**config.mk**
```make
export PLATFORM = sky130hd
export DESIGN_NAME = access_requester
export DESIGN_NICKNAME = d
export VERILOG_FILES = /design/src/rtl/access_pkg.sv /design/src/rtl/grant_timer.sv /design/src/rtl/access_requester.sv
export SDC_FILE = /design/constraint.sdc
export NUM_CORES = 1
export LEC_CHECK = 0
export CORE_ASPECT_RATIO = 1.1
export CORE_MARGIN = 8
export CORE_UTILIZATION = 50
export CTS_CLUSTER_SIZE = 20
export DETAILED_ROUTE_END_ITERATION = 12
export GPL_TIMING_DRIVEN = 0
export PLACE_DENSITY_LB_ADDON = 0.1
export SETUP_SLACK_MARGIN = 0.4
export SYNTH_ARGS = -nofsm -noshare
export SYNTH_HDL_FRONTEND = slang
export SYNTH_HIERARCHICAL = 1
export SYNTH_SLANG_ARGS = --single-unit
```
**constraint.sdc**
```tcl
create_clock -name clock -period 2.2 [get_ports clock]
set_clock_uncertainty 0.05 [all_clocks]
set_input_delay 0.44 -clock clock [delete_from_list [all_inputs] [get_ports clock]]
set_output_delay 0.44 -clock clock [all_outputs]
set_load 0.05 [all_outputs]
```
**src/rtl/access_pkg.sv**
```systemverilog
// Shared definitions for the access requester: FSM state encoding,
// parameter defaults and grant-line decode helpers.
package access_pkg;

    typedef enum logic [3:0] {
        IDLE,
        REQ,
        PRESENT,
        CONF1,
        GAP,
        CONF2,
        WAIT,
        GRANTED,
        DENIED
    } state_t;

    localparam int unsigned TIMEOUT_CYCLES_DEFAULT = 8;
    localparam int unsigned CONFIRM_GAP_DEFAULT    = 1;
    localparam int unsigned TIMER_W                = 4;

    // Expected line high and the other line low.
    function automatic logic grant_ok(input logic sel, input logic p, input logic q);
        return sel ? (q && !p) : (p && !q);
    endfunction

    // Non-expected line high, with or without the expected one.
    function automatic logic grant_bad(input logic sel, input logic p, input logic q);
        return sel ? p : q;
    endfunction

    function automatic logic expected_line(input logic sel, input logic p, input logic q);
        return sel ? q : p;
    endfunction

endpackage

```
**src/rtl/grant_timer.sv**
```systemverilog
// Saturating grant-wait counter with a registered expiry flag.
module grant_timer
    import access_pkg::*;
#(
    parameter int unsigned LIMIT = TIMEOUT_CYCLES_DEFAULT
) (
    input  logic clock,
    input  logic reset,
    input  logic clear,
    input  logic enable,
    output logic expired
);

    logic [TIMER_W-1:0] count_q;
    logic [TIMER_W-1:0] count_inc;
    logic               expired_q;

    always_comb begin
        count_inc = (count_q == '1) ? count_q : count_q + 1'b1;
    end

    // expired_q is computed one count ahead so that during the Nth enabled
    // cycle it already reads (N >= LIMIT).
    always_ff @(posedge clock or posedge reset) begin
        if (reset) begin
            count_q   <= '0;
            expired_q <= 1'b0;
        end else if (clear) begin
            count_q   <= '0;
            expired_q <= (LIMIT <= 1);
        end else if (enable) begin
            count_q   <= count_inc;
            expired_q <= (32'(count_inc) + 32'd1 >= LIMIT);
        end
    end

    assign expired = expired_q;

endmodule

```
**src/rtl/access_requester.sv**
```systemverilog
// Access requester: presents {sel,code}, emits a double confirm strobe and
// waits for the selected grant line, with timeout, abort and hold handling.
module access_requester
    import access_pkg::*;
#(
    parameter int unsigned TIMEOUT_CYCLES = TIMEOUT_CYCLES_DEFAULT,
    parameter int unsigned CONFIRM_GAP    = CONFIRM_GAP_DEFAULT
) (
    input  logic       clock,
    input  logic       reset,
    input  logic       start,
    input  logic [6:0] code,
    input  logic       sel,
    input  logic       hold,
    input  logic       abort,
    input  logic       regP,
    input  logic       regQ,
    output logic       request,
    output logic       confirm,
    output logic [7:0] user,
    output logic       busy,
    output logic       granted,
    output logic       denied
);

    state_t      state_q, state_d;
    logic [1:0]  gap_q, gap_d;
    logic [7:0]  user_q, user_d;
    logic        request_q, confirm_q, busy_q, granted_q, denied_q;
    logic        timer_clear, timer_enable, timer_expired;

    assign timer_clear  = (state_q == CONF2);
    assign timer_enable = (state_q == WAIT);

    grant_timer #(
        .LIMIT(TIMEOUT_CYCLES)
    ) u_grant_timer (
        .clock  (clock),
        .reset  (reset),
        .clear  (timer_clear),
        .enable (timer_enable),
        .expired(timer_expired)
    );

    always_comb begin
        state_d = state_q;
        gap_d   = gap_q;
        user_d  = user_q;
        unique case (state_q)
            IDLE: begin
                if (start) begin
                    state_d = REQ;
                    user_d  = {sel, code};
                end
            end
            REQ:     state_d = PRESENT;
            PRESENT: state_d = CONF1;
            CONF1: begin
                state_d = GAP;
                gap_d   = '0;
            end
            GAP: begin
                if (gap_q == 2'(CONFIRM_GAP - 1)) state_d = CONF2;
                else                              gap_d   = gap_q + 2'd1;
            end
            CONF2:   state_d = WAIT;
            WAIT: begin
                if (grant_ok(user_q[7], regP, regQ))       state_d = GRANTED;
                else if (grant_bad(user_q[7], regP, regQ)) state_d = DENIED;
                else if (timer_expired)                    state_d = DENIED;
            end
            GRANTED: begin
                if (!hold || !expected_line(user_q[7], regP, regQ)) state_d = IDLE;
            end
            DENIED:  state_d = IDLE;
            default: state_d = IDLE;
        endcase
        // Abort overrides every other transition, including a same-cycle grant.
        if (abort && state_q != IDLE) state_d = IDLE;
    end

    always_ff @(posedge clock or posedge reset) begin
        if (reset) begin
            state_q   <= IDLE;
            gap_q     <= '0;
            user_q    <= '0;
            request_q <= 1'b0;
            confirm_q <= 1'b0;
            busy_q    <= 1'b0;
            granted_q <= 1'b0;
            denied_q  <= 1'b0;
        end else begin
            state_q   <= state_d;
            gap_q     <= gap_d;
            user_q    <= user_d;
            request_q <= state_d inside {REQ, PRESENT, CONF1, GAP, CONF2, WAIT, GRANTED};
            confirm_q <= state_d inside {CONF1, CONF2};
            busy_q    <= (state_d != IDLE);
            granted_q <= (state_d == GRANTED);
            denied_q  <= (state_d == DENIED);
        end
    end

    assign request = request_q;
    assign confirm = confirm_q;
    assign user    = user_q;
    assign busy    = busy_q;
    assign granted = granted_q;
    assign denied  = denied_q;

endmodule

```
Yosys cells after proc, flatten, opt, wreduce, memory -nomap -nowiden
Index checks and enable logic that the tools add are counted.

cells by class
  add/subtract/negate cells = 3
  $mul = 0
  div/mod/pow operators = 0
  magnitude comparators = 1
  equality and inequality tests = 17
  shift-type cells = 0
  muxes and demuxes = 18
  bitwise gates (word level) = 0
  reduce and logical (&&, ||, !) cells = 18

operators by type and width
  kind                   count
  $mux W4                10
  $eq A4 B3 Y1 const B   8
  $ge A32 B4 Y1 const B  1
  $pmux W4 S8            1
  $eq A4 B2 Y1 const B   4
  $eq A4 B1 Y1 const B   2
  $eq A4 B4 Y1 const B   2
  $reduce_bool A4 Y1     2
  $reduce_bool A7 Y1     1
  $reduce_bool A2 Y1     3
  $add A4 B1 Y5 const B  1
  $mux W1                5
  $add A4 B1 Y4 const B  1
  $logic_not A1 Y1       4
  $logic_not A4 Y1       1
  $pmux W2 S2            1
  $reduce_and A2 Y1      2
  $logic_and A1 B1 Y1    3
  $add A2 B1 Y2 const B  1
  $logic_not A2 Y1       1
  $mux W2                1
  $ne A2 B2 Y1 const B   1
  $logic_or A1 B1 Y1     1

storage, ports and cells
  register bits = 24
  latch bits = 0
  memory bits (writable) = 0
  bits in read-only memories = 0
  input bits = 15
  output and inout bits = 13
  memories = 0

Longest topological paths before layout
  word-level depth = 8
  depth in mapped cells = 6

By module
Netlist, hierarchy kept.

by module, submodules not included
  module            instances  cells an instance  area each (µm²)  sequential area each (µm²)
  access_requester  1          101                1,027.2          475.5
  grant_timer       1          32                 307.8            125.1

Worst setup path after synthesis
Ideal clock, no wire load.

  path kind = flip-flop to flip-flop
  start point = reg state_q[2]
  end point = reg user_q[0] (netlist: user[0])
  library setup time = 0.125 ns
  arrival = 1.718 ns
  data required time = 2.025 ns
  path slack = 0.307 ns
  stages on the path, launching flop included = 6
  cell sequence = dfrtp_1 > or3_1 > buf_2 > or3b_1 > buf_6 > mux2_4

between the ends
  cells in the longest elaborated chain, start to end = 2

RTL lines
  what                                RTL line                RTL
  start, declared                     access_requester.sv:26  state_t state_q, state_d;
  start signal, assigned              access_requester.sv:93  state_q <= state_d;
  $logic_not A4 Y1                    access_requester.sv:49  unique case (state_q)
  $reduce_and A2 Y1 (no source line)  --
  end signal, assigned                access_requester.sv:95  user_q <= user_d;
  end, declared                       access_requester.sv:28  logic [7:0] user_q, user_d;

Every way passes these cells.
A chain may end at the register's enable or synchronous reset.

Final worst setup path
  start point = reg state_q[0]
  end point = reg user_q[7] (netlist: user[7])

The elaborated chain is that of the path after synthesis.

==> key figures <==
Timing
  • Final Setup Violations: 0
  • Final min period: 1.88 ns
  • Fmax: 531 MHz
  • Fin crit share: 85.6%
  • Worst Tran Pin Value: 0.740 ns
  • RSZ-0062 raised after global routing: true
  • Final Max Slew Viols: 0
  • Final hold vios: 0
  • Worst slew margin: 50.6%

Place
  • Gpl congestion: 0.901
  • Cells after DPL: 191
  • Post-Place Cell Area: 1650 um2
  • Final HPWL DP: about 2.2 mm
  • Port bufs: 27

Setup path
  • Crit path cell chain: or3_1 -> buf_6 -> or3b_1 -> buf_6 -> mux2_4
  • Crit path buf inv count: 2
  • Critical path class: reg2reg
  • CP max stage cell: dfrtp_1
  • Worst EP arrival: approximately 2 ns
  • Slowest stage delay, CP: 0.42 ns
  • Most frequent CP cell: buf_6
  • Worst-path maximum fanout: 8
  • Worst setup SP type: register
  • CP delay by family, top: simple AND/OR/NAND/NOR gates
  • Critical Path RT: approximately 2.4 ns
  • Crit. End Element: register

Yosys
  • Synthesized cell area: 1340 um2
  • Top_reg_cell synth: dfrtp_1
  • Yosys cell types: 41
  • Post-synthesis compound-gate area fraction: 15.6%
  • Yosys warnings: 6
  • Async SR Flop Fraction: 100%
  • Synth area leaders: dfrtp_1, mux2_4, a21oi_1, ha_1, inv_1
  • Cell taking the most area after synthesis: dfrtp_1
  • Largest family of logic cells by synthesized area: simple AND/OR/NAND/NOR gates
  • Post-Synth Adder-Cell Area: 2.81%
  • Cells after Synth: 133
  • Synthesized area per cell: ~10 um2
  • Mux cell area share after synthesis: 9.75%
  • Post-Synth Simple-Gate Area: between 20% and 30%
  • Top cell type's share of synthesized area: between 40% and 50%
  • Post-synth EDFFs: 0
  • XOR/XNOR share of the synthesized area: 0.656%
  • Syn_nets: 151
  • Synth Register Bits: 24
  • Share of the yosys chip area belonging to registers: 45.0%

CTS
  • # H-tree levels: 1
  • Root buffer selected by CTS: clkbuf_4
  • Max clock buf depth: 2
  • CTS clk-pin slew, worst paths: 0.13 ns
  • Clk_lat worst skew: 0.31 ns
  • Clock sink count: 24
  • CTS tree: built
  • Hold_buf cts: 0
  • CTS Buf Count: 3

Global route
  • Pin count of the biggest net entering global routing: 20
  • Initial antenna violation count: 0
  • Vias in the first global route: 1183
  • Wire length of the first global-routing pass: 5.38 mm
  • Grt ovf: 0
  • Overall Global Routing Usage: 13.9%

Route
  • Uppermost layer routed: met4
  • Routed wl met2: around 1.7 mm
  • Remaining DRCs: 0
  • Router iterations before antenna repair: 4
  • 1st-iter DRT viols: 34
  • Vias/cell: 5.85
  • Antenna violation net count after detailed routing: 0
  • Routed WL: 3.37 mm
  • WL/cell: 16.9 um
  • Met3 wire length: 185 um
  • Via count: 1169
  • M1 WL: 1.44 mm

Pwr
  • Power Density: around 1300 nW/um2
  • Peak supply drop: slightly above 1 mV
  • Lkg Pwr: roughly 0.00085 uW

Layout
  • Layout Cells excl Fill: 200
  • Commonest cells after routing, fill and taps aside: dfrtp_1, dlygate4sd2_1, clkdlybuf4s50_1
  • Area Growth Syn to Fin: 35.4%
  • Ant. Diodes: 0
  • Share of cells above drive strength 1: 23.7%
  • Most common cell after layout, fill and taps aside: dfrtp_1
  • Final nets: 189
  • Post-layout util: 71.7%
  • Fin area: between 1500 and 2000 um2

Floorplan
  • Floorplan core area: 2520 um2
  • Die Y: 70.2 um
  • Cell row count: 19
  • I/O pin count: 28
  • Die width: 65.3 um
  • Die ar.: 4580 um2
  • Initial core utilization: 53.0%

Run
  • Max Cap Violations: 0

Run status
  • Status: finished clean

Worst hold path
  • Worst min-delay path category: in2async
[synth_stat cells, types with 2 or more instances]
| master | n |
|---|---|
| nor3b_1 | 2 |
| or2_2 | 2 |
| or3_1 | 4 |
| nor2b_1 | 2 |
| o21ai_0 | 5 |
| nand3b_1 | 3 |
| mux2_4 | 8 |
| nand2_1 | 7 |
| inv_1 | 10 |
| a31oi_1 | 3 |
| nand2b_1 | 3 |
| nor3_1 | 5 |
| nor2_1 | 6 |
| a21oi_1 | 12 |
| clkbuf_1 | 5 |
| a2111oi_0 | 3 |
| and3_1 | 2 |
| a221oi_1 | 3 |
| ha_1 | 3 |
| dfrtp_1 | 24 |
[area by class of cell]
| cell class | count | area [um2] |
|---|---|---|
| flip-flops and latches | 24 | 601 |
| multi-input cells | 91 | 756 |
| fillers | 198 | 712 |
| clock buffers | 3 | 22.5 |
| well taps | 31 | 38.8 |
| plain buffers | 7 | 48.8 |
| repair buffers | 33 | 300 |
| inverters | 11 | 41.3 |
[cell families after synthesis]
family	count (synthesis)
AND/OR/NAND/NOR	45
AO/OA/AOI/OAI	33
flip-flops	24
buffers and inverters	18
multiplexers	9
adder cells (fa/ha/maj)	3
XOR/XNOR	1
[flip-flops by register name, summed over array words and instances (netlist names)]
register and cells:
confirm 1, request 1, u_grant_timer/expired 1, denied 1, granted 1, busy 1, u_grant_timer/count_q 4, state_q 4
user 8, gap_q 2
[worst paths after layout]
kind	from	endpoint	slack [ns]	depth (start not counted)
hold / removal	reset	u_grant_timer/count_q[1]	0.29	2
hold reg to reg	user[2]	user[2]	0.47	1
max in group asynchronous	reset	state_q[0]	1.12	2
min in group clock	user[2]	user[2]	0.47	1
setup / recovery	state_q[0]	user[7]	0.32	5
setup reg to reg	state_q[0]	user[7]	0.32	5
[through the flow]
stage          TNS (ns)  total power [uW]  setup WS, ns  hold slack, ns
3_3_place_gp     -0.105              1960       -0.0620           0.439
5_1_grt               0              2450         0.292           0.321
3_5_place_dp     -0.333              1990        -0.172           0.442
6_report              0              2330         0.317           0.291
4_1_cts               0              2180         0.315           0.296
2_1_floorplan         0              1630         0.343           0.169
[power breakdown]
group	total (uW)	internal, uW	switching (uW)
combinational	1450	581	865
clock	191	63.9	127
sequential	691	592	98.2
total	2330	1240	1090
[per-layer routing]
layer | track usage (%) | up-vias
met5 | 0 | -
met4 | 3.40 | 0
met3 | 3.67 | 4
met2 | 23.5 | 37
met1 | 16.9 | 576
li1 | - | 552
[timing repair]
| action | CTS | global route |
|---|---|---|
| endpoints found under the setup margin | 26 | 18 |
| setup buffers | 6 | 0 |
| pin swaps | 3 | 4 |
| gates cloned | 0 | 0 |
| resized for setup | 18 | 25 |
Power figures use the tool's default switching activity.
